## src/rtl/ppg_phase_sequencer_if.sv

```systemverilog
// Signal bundle between the settings controller / ADC and the RED/IR phase sequencer.
// The slave side is the sequencer; the master side supplies run control, settings and samples.
interface ppg_phase_sequencer_if;
  logic       enable;
  logic       cfg_valid;
  logic [6:0] cfg_red_dc;
  logic [6:0] cfg_ir_dc;
  logic [3:0] cfg_red_pga;
  logic [3:0] cfg_ir_pga;
  logic [7:0] ADC;
  logic       LED_RED;
  logic       LED_IR;
  logic [6:0] DC_Comp;
  logic [3:0] PGA_Gain;
  logic [7:0] RED_ADC_Value;
  logic [7:0] IR_ADC_Value;
  logic       red_valid;
  logic       ir_valid;
  logic       pair_valid;
  logic       red_sat;
  logic       ir_sat;

  modport master (
    output enable, cfg_valid, cfg_red_dc, cfg_ir_dc, cfg_red_pga, cfg_ir_pga, ADC,
    input  LED_RED, LED_IR, DC_Comp, PGA_Gain, RED_ADC_Value, IR_ADC_Value,
           red_valid, ir_valid, pair_valid, red_sat, ir_sat
  );

  modport slave (
    input  enable, cfg_valid, cfg_red_dc, cfg_ir_dc, cfg_red_pga, cfg_ir_pga, ADC,
    output LED_RED, LED_IR, DC_Comp, PGA_Gain, RED_ADC_Value, IR_ADC_Value,
           red_valid, ir_valid, pair_valid, red_sat, ir_sat
  );
endinterface

```

## src/rtl/ppg_phase_sequencer.sv

```systemverilog
// Alternates RED/IR LED phases, applies per-channel analog settings at phase starts,
// and publishes settled, averaged ADC values with saturation flags.
module ppg_phase_sequencer #(
  parameter int unsigned SETTLE   = 2,
  parameter int unsigned AVG_LOG2 = 3
) (
  input logic                  CLK,
  input logic                  rst_n,
  ppg_phase_sequencer_if.slave bus
);

  localparam int unsigned PLEN  = SETTLE + (32'd1 << AVG_LOG2);
  localparam int unsigned PC_W  = (PLEN > 32'd1) ? $clog2(PLEN) : 32'd1;
  localparam int unsigned ACC_W = 32'd8 + AVG_LOG2;
  localparam logic [PC_W-1:0] SETTLE_PC = PC_W'(SETTLE);
  localparam logic [PC_W-1:0] LAST_PC   = PC_W'(PLEN - 32'd1);
  localparam logic [6:0]      DC_IDLE   = 7'd64;
  localparam logic [3:0]      PGA_IDLE  = 4'd0;

  typedef enum logic [1:0] {
    ST_IDLE = 2'd0,
    ST_RED  = 2'd1,
    ST_IR   = 2'd2
  } state_t;

  // A sample at either converter rail marks the phase as saturated.
  function automatic logic is_rail(input logic [7:0] sample);
    return (sample == 8'd0) || (sample == 8'd255);
  endfunction

  state_t           state_r, state_s;
  logic [PC_W-1:0]  pc_r, pc_s;
  logic [ACC_W-1:0] acc_r, acc_s, sum_s;
  logic             sat_r, sat_s, phase_sat_s;
  logic             red_done_r, red_done_s;
  logic [6:0]       shd_red_dc_r, shd_red_dc_s, shd_ir_dc_r, shd_ir_dc_s;
  logic [3:0]       shd_red_pga_r, shd_red_pga_s, shd_ir_pga_r, shd_ir_pga_s;
  logic [6:0]       dc_r, dc_s;
  logic [3:0]       pga_r, pga_s;
  logic             led_red_r, led_red_s, led_ir_r, led_ir_s;
  logic [7:0]       red_val_r, red_val_s, ir_val_r, ir_val_s, avg_s;
  logic             red_valid_r, red_valid_s, ir_valid_r, ir_valid_s, pair_valid_r, pair_valid_s;
  logic             red_sat_r, red_sat_s, ir_sat_r, ir_sat_s;
  logic             last_s, counted_s;

  // Next-state, datapath and registered-output values.
  always_comb begin
    state_s       = state_r;
    pc_s          = pc_r;
    acc_s         = acc_r;
    sat_s         = sat_r;
    red_done_s    = red_done_r;
    dc_s          = dc_r;
    pga_s         = pga_r;
    red_val_s     = red_val_r;
    ir_val_s      = ir_val_r;
    red_sat_s     = red_sat_r;
    ir_sat_s      = ir_sat_r;
    red_valid_s   = 1'b0;
    ir_valid_s    = 1'b0;
    pair_valid_s  = 1'b0;
    // A same-edge cfg_valid must already be visible to a phase starting on that edge.
    shd_red_dc_s  = bus.cfg_valid ? bus.cfg_red_dc  : shd_red_dc_r;
    shd_ir_dc_s   = bus.cfg_valid ? bus.cfg_ir_dc   : shd_ir_dc_r;
    shd_red_pga_s = bus.cfg_valid ? bus.cfg_red_pga : shd_red_pga_r;
    shd_ir_pga_s  = bus.cfg_valid ? bus.cfg_ir_pga  : shd_ir_pga_r;
    last_s        = (pc_r == LAST_PC);
    counted_s     = (pc_r >= SETTLE_PC);
    sum_s         = acc_r + ACC_W'(bus.ADC);
    avg_s         = sum_s[ACC_W-1:AVG_LOG2];
    phase_sat_s   = sat_r | is_rail(bus.ADC);

    case (state_r)
      ST_IDLE: begin
        acc_s = {ACC_W{1'b0}};
        sat_s = 1'b0;
        pc_s  = {PC_W{1'b0}};
        if (bus.enable) begin
          state_s = ST_RED;
          dc_s    = shd_red_dc_s;
          pga_s   = shd_red_pga_s;
        end else begin
          dc_s  = DC_IDLE;
          pga_s = PGA_IDLE;
        end
      end
      ST_RED, ST_IR: begin
        if (last_s) begin
          pc_s  = {PC_W{1'b0}};
          acc_s = {ACC_W{1'b0}};
          sat_s = 1'b0;
          if (state_r == ST_RED) begin
            red_val_s   = avg_s;
            red_sat_s   = phase_sat_s;
            red_valid_s = 1'b1;
            red_done_s  = 1'b1;
            state_s     = ST_IR;
            dc_s        = shd_ir_dc_s;
            pga_s       = shd_ir_pga_s;
          end else begin
            ir_val_s     = avg_s;
            ir_sat_s     = phase_sat_s;
            ir_valid_s   = 1'b1;
            pair_valid_s = red_done_r;
            red_done_s   = 1'b0;
            if (bus.enable) begin
              state_s = ST_RED;
              dc_s    = shd_red_dc_s;
              pga_s   = shd_red_pga_s;
            end else begin
              state_s = ST_IDLE;
              dc_s    = DC_IDLE;
              pga_s   = PGA_IDLE;
            end
          end
        end else begin
          pc_s = pc_r + PC_W'(1);
          if (counted_s) begin
            acc_s = sum_s;
            sat_s = phase_sat_s;
          end else begin
            acc_s = acc_r;
            sat_s = sat_r;
          end
        end
      end
      default: begin
        state_s    = ST_IDLE;
        pc_s       = {PC_W{1'b0}};
        acc_s      = {ACC_W{1'b0}};
        sat_s      = 1'b0;
        red_done_s = 1'b0;
        dc_s       = DC_IDLE;
        pga_s      = PGA_IDLE;
      end
    endcase

    led_red_s = (state_s == ST_RED);
    led_ir_s  = (state_s == ST_IR);
  end

  // State, shadow configuration and output registers.
  always_ff @(posedge CLK or negedge rst_n) begin
    if (!rst_n) begin
      state_r       <= ST_IDLE;
      pc_r          <= {PC_W{1'b0}};
      acc_r         <= {ACC_W{1'b0}};
      sat_r         <= 1'b0;
      red_done_r    <= 1'b0;
      shd_red_dc_r  <= DC_IDLE;
      shd_ir_dc_r   <= DC_IDLE;
      shd_red_pga_r <= PGA_IDLE;
      shd_ir_pga_r  <= PGA_IDLE;
      dc_r          <= DC_IDLE;
      pga_r         <= PGA_IDLE;
      led_red_r     <= 1'b0;
      led_ir_r      <= 1'b0;
      red_val_r     <= 8'd0;
      ir_val_r      <= 8'd0;
      red_valid_r   <= 1'b0;
      ir_valid_r    <= 1'b0;
      pair_valid_r  <= 1'b0;
      red_sat_r     <= 1'b0;
      ir_sat_r      <= 1'b0;
    end else begin
      state_r       <= state_s;
      pc_r          <= pc_s;
      acc_r         <= acc_s;
      sat_r         <= sat_s;
      red_done_r    <= red_done_s;
      shd_red_dc_r  <= shd_red_dc_s;
      shd_ir_dc_r   <= shd_ir_dc_s;
      shd_red_pga_r <= shd_red_pga_s;
      shd_ir_pga_r  <= shd_ir_pga_s;
      dc_r          <= dc_s;
      pga_r         <= pga_s;
      led_red_r     <= led_red_s;
      led_ir_r      <= led_ir_s;
      red_val_r     <= red_val_s;
      ir_val_r      <= ir_val_s;
      red_valid_r   <= red_valid_s;
      ir_valid_r    <= ir_valid_s;
      pair_valid_r  <= pair_valid_s;
      red_sat_r     <= red_sat_s;
      ir_sat_r      <= ir_sat_s;
    end
  end

  assign bus.LED_RED       = led_red_r;
  assign bus.LED_IR        = led_ir_r;
  assign bus.DC_Comp       = dc_r;
  assign bus.PGA_Gain      = pga_r;
  assign bus.RED_ADC_Value = red_val_r;
  assign bus.IR_ADC_Value  = ir_val_r;
  assign bus.red_valid     = red_valid_r;
  assign bus.ir_valid      = ir_valid_r;
  assign bus.pair_valid    = pair_valid_r;
  assign bus.red_sat       = red_sat_r;
  assign bus.ir_sat        = ir_sat_r;

endmodule
```

## src/flat_wrapper.sv

```systemverilog
// flat-port wrapper written by rule: the top's interface ports become plain ports
module ppg_phase_sequencer_flat 
#(
  parameter int unsigned SETTLE   = 2,
  parameter int unsigned AVG_LOG2 = 3
)
  (CLK, rst_n, bus_enable, bus_cfg_valid, bus_cfg_red_dc, bus_cfg_ir_dc, bus_cfg_red_pga, bus_cfg_ir_pga, bus_ADC, bus_LED_RED, bus_LED_IR, bus_DC_Comp, bus_PGA_Gain, bus_RED_ADC_Value, bus_IR_ADC_Value, bus_red_valid, bus_ir_valid, bus_pair_valid, bus_red_sat, bus_ir_sat);
  ppg_phase_sequencer_if bus_i ();
  input logic CLK;
  input logic rst_n;
  input wire logic [$bits(bus_i.enable)-1:0] bus_enable;
  input wire logic [$bits(bus_i.cfg_valid)-1:0] bus_cfg_valid;
  input wire logic [$bits(bus_i.cfg_red_dc)-1:0] bus_cfg_red_dc;
  input wire logic [$bits(bus_i.cfg_ir_dc)-1:0] bus_cfg_ir_dc;
  input wire logic [$bits(bus_i.cfg_red_pga)-1:0] bus_cfg_red_pga;
  input wire logic [$bits(bus_i.cfg_ir_pga)-1:0] bus_cfg_ir_pga;
  input wire logic [$bits(bus_i.ADC)-1:0] bus_ADC;
  output wire logic [$bits(bus_i.LED_RED)-1:0] bus_LED_RED;
  output wire logic [$bits(bus_i.LED_IR)-1:0] bus_LED_IR;
  output wire logic [$bits(bus_i.DC_Comp)-1:0] bus_DC_Comp;
  output wire logic [$bits(bus_i.PGA_Gain)-1:0] bus_PGA_Gain;
  output wire logic [$bits(bus_i.RED_ADC_Value)-1:0] bus_RED_ADC_Value;
  output wire logic [$bits(bus_i.IR_ADC_Value)-1:0] bus_IR_ADC_Value;
  output wire logic [$bits(bus_i.red_valid)-1:0] bus_red_valid;
  output wire logic [$bits(bus_i.ir_valid)-1:0] bus_ir_valid;
  output wire logic [$bits(bus_i.pair_valid)-1:0] bus_pair_valid;
  output wire logic [$bits(bus_i.red_sat)-1:0] bus_red_sat;
  output wire logic [$bits(bus_i.ir_sat)-1:0] bus_ir_sat;
  assign bus_i.enable = bus_enable;
  assign bus_i.cfg_valid = bus_cfg_valid;
  assign bus_i.cfg_red_dc = bus_cfg_red_dc;
  assign bus_i.cfg_ir_dc = bus_cfg_ir_dc;
  assign bus_i.cfg_red_pga = bus_cfg_red_pga;
  assign bus_i.cfg_ir_pga = bus_cfg_ir_pga;
  assign bus_i.ADC = bus_ADC;
  assign bus_LED_RED = bus_i.LED_RED;
  assign bus_LED_IR = bus_i.LED_IR;
  assign bus_DC_Comp = bus_i.DC_Comp;
  assign bus_PGA_Gain = bus_i.PGA_Gain;
  assign bus_RED_ADC_Value = bus_i.RED_ADC_Value;
  assign bus_IR_ADC_Value = bus_i.IR_ADC_Value;
  assign bus_red_valid = bus_i.red_valid;
  assign bus_ir_valid = bus_i.ir_valid;
  assign bus_pair_valid = bus_i.pair_valid;
  assign bus_red_sat = bus_i.red_sat;
  assign bus_ir_sat = bus_i.ir_sat;
  ppg_phase_sequencer #(.SETTLE(SETTLE), .AVG_LOG2(AVG_LOG2)) u_core (.CLK(CLK), .rst_n(rst_n), .bus(bus_i));
endmodule
```

## config.mk

```make
export PLATFORM = sky130hd
export DESIGN_NAME = ppg_phase_sequencer_flat
export DESIGN_NICKNAME = d
export VERILOG_FILES = /design/src/rtl/ppg_phase_sequencer_if.sv /design/src/rtl/ppg_phase_sequencer.sv /design/src/flat_wrapper.sv
export SDC_FILE = /design/constraint.sdc
export NUM_CORES = 1
export LEC_CHECK = 0
export ABC_AREA = 0
export CORE_AREA = 2 2 84 86
export DETAILED_ROUTE_END_ITERATION = 8
export DIE_AREA = 0 0 86 88
export PLACE_DENSITY_LB_ADDON = 0.15
export SYNTH_ARGS = -nofsm -noshare
export SYNTH_HDL_FRONTEND = slang
export SYNTH_SLANG_ARGS = --single-unit
```

## constraint.sdc

```tcl
create_clock -name CLK -period 3.6 [get_ports CLK]
set_input_delay 0.36 -clock CLK [delete_from_list [all_inputs] [get_ports CLK]]
set_output_delay 0.36 -clock CLK [all_outputs]
set_load 0.02 [all_outputs]
```

==> results.md <==
* Status: finished, final reports clean
* Postcts setup bufs at 0
* RSZ-0062 raised after global routing: no
* Syn nets at 359
* Startpoint type of the worst setup path: register
* Syn Inst Count at 312
* Die Footprint at 0.00757 mm2
* Cts hold-fix bufs at 0
* Routed wire per std cell at 17.2 um
* Vias in the first global route at 2745
* Num CTS Buffers at 9
* Post-route DRC violation count at 0
* CP arrival at 2.75 ns
* CP Class: reg -> reg
* Area share of the largest cell type after synthesis at 50.2%
* Leading area contributor after synthesis: dfrtp_1
* Netlist Area Pre-Place at 0.00359 mm2
* Clk sink count at 75
* Layout cells sized above 1 at 15.3%
* Die X at 86 um
* Final setup fails at 0
* Maxcap violations at 0
* FMAX at 398 MHz
* Site row count at 30
* Detail Route Antenna Nets at 0
* Tightest Pin Transition at 0.938 ns
* Peak VDD IR at 0.378 mV
* Ant diodes at 0
* I/O pin total at 68
* Async set-reset flop share out of synthesis at 100%
* PwrDens at 788 mW/mm2
* Crit path from: u_core.state_r[1]
* Drt first-iter violations at 136
* Area contributors post-synth: dfrtp_1 (50%), mux2_2 (9.7%), a22o_1 (4.6%)
* FF-to-FF Start: u_core.state_r[1]
* Min cycle time layout at 2.51 ns
* Commonest non-fill, non-tap cell in the layout: dfrtp_1
* DP HPWL at 5.45 mm
* Input/output buffers at 67
* Slew HR at 37.4%
* Total power at 3.56 mW
* Clock-pin slew on the worst setup and hold paths at 0.07 ns
* Worst path required time at 3.84 ns
* Final hold vios at 0
* Mean post-synth cell area at 11.5 um2
* Total leakage power at 1.99 nW
* Most frequent cells in the layout: dfrtp_1 (72), clkdlybuf4s50_1 (66), mux2_2 (31)
* Sequential share of the synthesized area at 52.4%
* First drt pass iteration count at 5
* H-tree depth at 3
* Vias at 2773
* Slew Limit Fails at 0
* Nets at 428
* Routed WL at 8.00 mm
* Worst setup EP type: register
* Final setup TNS at 0 ns
* Worst-path fanout max at 16
* Synth warnings at 0
* Initial Util at 54.0%
* GRT Util Overall at 22.4%
* CTS Buffer Depth at 2
* Hold Path Class: in -> async
* Main synth FF type: dfrtp_1
* CTS resizes at 0
* Largest net degree at the start of global routing at 76
* Global placer's final weighted congestion at 0.816
* First-pass GRT wire length at 13.1 mm
* Initial antenna violation count at 0
* Number of synthesized flops with an enable pin at 0
* Synth unique cells at 51
* Average vias per placed instance at 5.95
* Tcrit/Tclk final at 69.7%
* Syn-to-layout area delta at 25.9%
* Worst Skew at 0.00750 ns
* Clock Tree Root: clkbuf_8
* CTS tree: built
* Clock latency at the later pin of the worst-skew pair at 0.36 ns
* Register bit total from synthesis at 75
* Remaining Overflow, GRT at 0
* Core Region at 0.00664 mm2
* Die Span Y at 88 um
## worst max-delay path, cell delays in order (launching register included)
cell,delay (ns)
dfrtp_1,0.40
inv_1,0.09
ha_1,0.61
inv_2,0.19
nor2_2,0.62
nor2_2,0.24
a22o_1,0.25
## kinds of logic (layout without fill, tap and decap cells)
| family | after synthesis | in the layout | share of synthesized area (%) |
|---|---|---|---|
| and+or+nand+nor | 75 | 75 | 11.1 |
| adders and majority gates | 13 | 13 | 4.74 |
| AOI/OAI and AO/OA | 90 | 90 | 17.6 |
| muxes | 32 | 32 | 10.0 |
| xor gates and xnor gates | 6 | 6 | 1.46 |
| buffers and inverters | 21 | 95 | 2.72 |
| DFF | 75 | 75 | 52.4 |
## sequential cells by signal (all words and copies together), names as in the netlist
register	flops
u_core.bus.RED_ADC_Value	8
u_core.shd_ir_dc_r	7
u_core.shd_red_dc_r	7
u_core.acc_r	11
u_core.bus.DC_Comp	7
u_core.bus.LED_RED	1
u_core.bus.LED_IR	1
u_core.state_r	2
u_core.sat_r	1
u_core.bus.red_valid	1
u_core.bus.ir_sat	1
u_core.bus.red_sat	1
u_core.bus.pair_valid	1
u_core.bus.PGA_Gain	4
u_core.bus.ir_valid	1
u_core.bus.IR_ADC_Value	8
u_core.shd_red_pga_r	4
u_core.red_done_r	1
u_core.pc_r	4
u_core.shd_ir_pga_r	4
## synth_stat cells (3+ instances only)
library cell,number
o31ai_1,8
a211oi_1,3
a21o_1,3
a21oi_1,13
o21ai_0,11
o21ai_1,4
buf_2,4
ha_1,12
or3_1,3
o211ai_1,13
inv_1,8
a22o_1,19
nor3_1,4
dfstp_2,3
nand2b_1,3
dfrtp_1,72
clkbuf_1,5
nand3_1,11
mux2_2,31
nor4_1,3
nand4_1,3
nand2_1,28
a31oi_1,6
xnor2_1,4
nor2_1,6
## per-stage QoR
step | utilization, % | hold slack [ns] | cells | area [um2] | setup WS [ns]
6_report | 68.0 | 0.130 | 466 | 4520 | 1.09
3_3_place_gp | 65.0 | 0.460 | 450 | 4320 | 0.951
5_1_grt | 68.0 | 0.238 | 466 | 4520 | 0.822
2_1_floorplan | - | 0.0644 | 312 | 3590 | 1.62
3_5_place_dp | 65.0 | 0.474 | 450 | 4320 | 0.898
4_1_cts | 68.0 | 0.178 | 466 | 4520 | 1.05
## area by class of cell
cell class,instances,area [um2]
Clock buffer,12,155
Clock inverter,4,48.8
Fill cell,523,2120
Inverter,10,40.0
Multi-Input combinational cell,216,1610
Sequential cell,75,1880
Tap cell,80,100
Timing Repair Buffer,69,683
## per-layer routing
layer  global-route usage [%]  part of all wire (%)
met1                     28.7                    45
met2                     37.7                    50
met3                     3.68                   4.0
met4                     10.2                   1.8
met5                        0                     0
## report_power, final
part	switching, mW	internal [mW]
Clock	0.317	0.357
Sequential	0.158	1.10
Combinational	0.913	0.719
Total	1.39	2.17
## final timing paths
kind	endpoint	slack [ns]	cells after the start
max in group asynchronous	u_core.bus.ir_valid	2.84	1
setup / recovery	u_core.bus.DC_Comp[2]	1.09	6
setup reg to reg	u_core.bus.DC_Comp[2]	1.09	6
hold reg to reg	u_core.bus.pair_valid	0.48	1
hold / removal	u_core.bus.IR_ADC_Value[6]	0.13	1
min in group CLK	u_core.bus.pair_valid	0.48	1
Power figures use the tool's default switching activity.
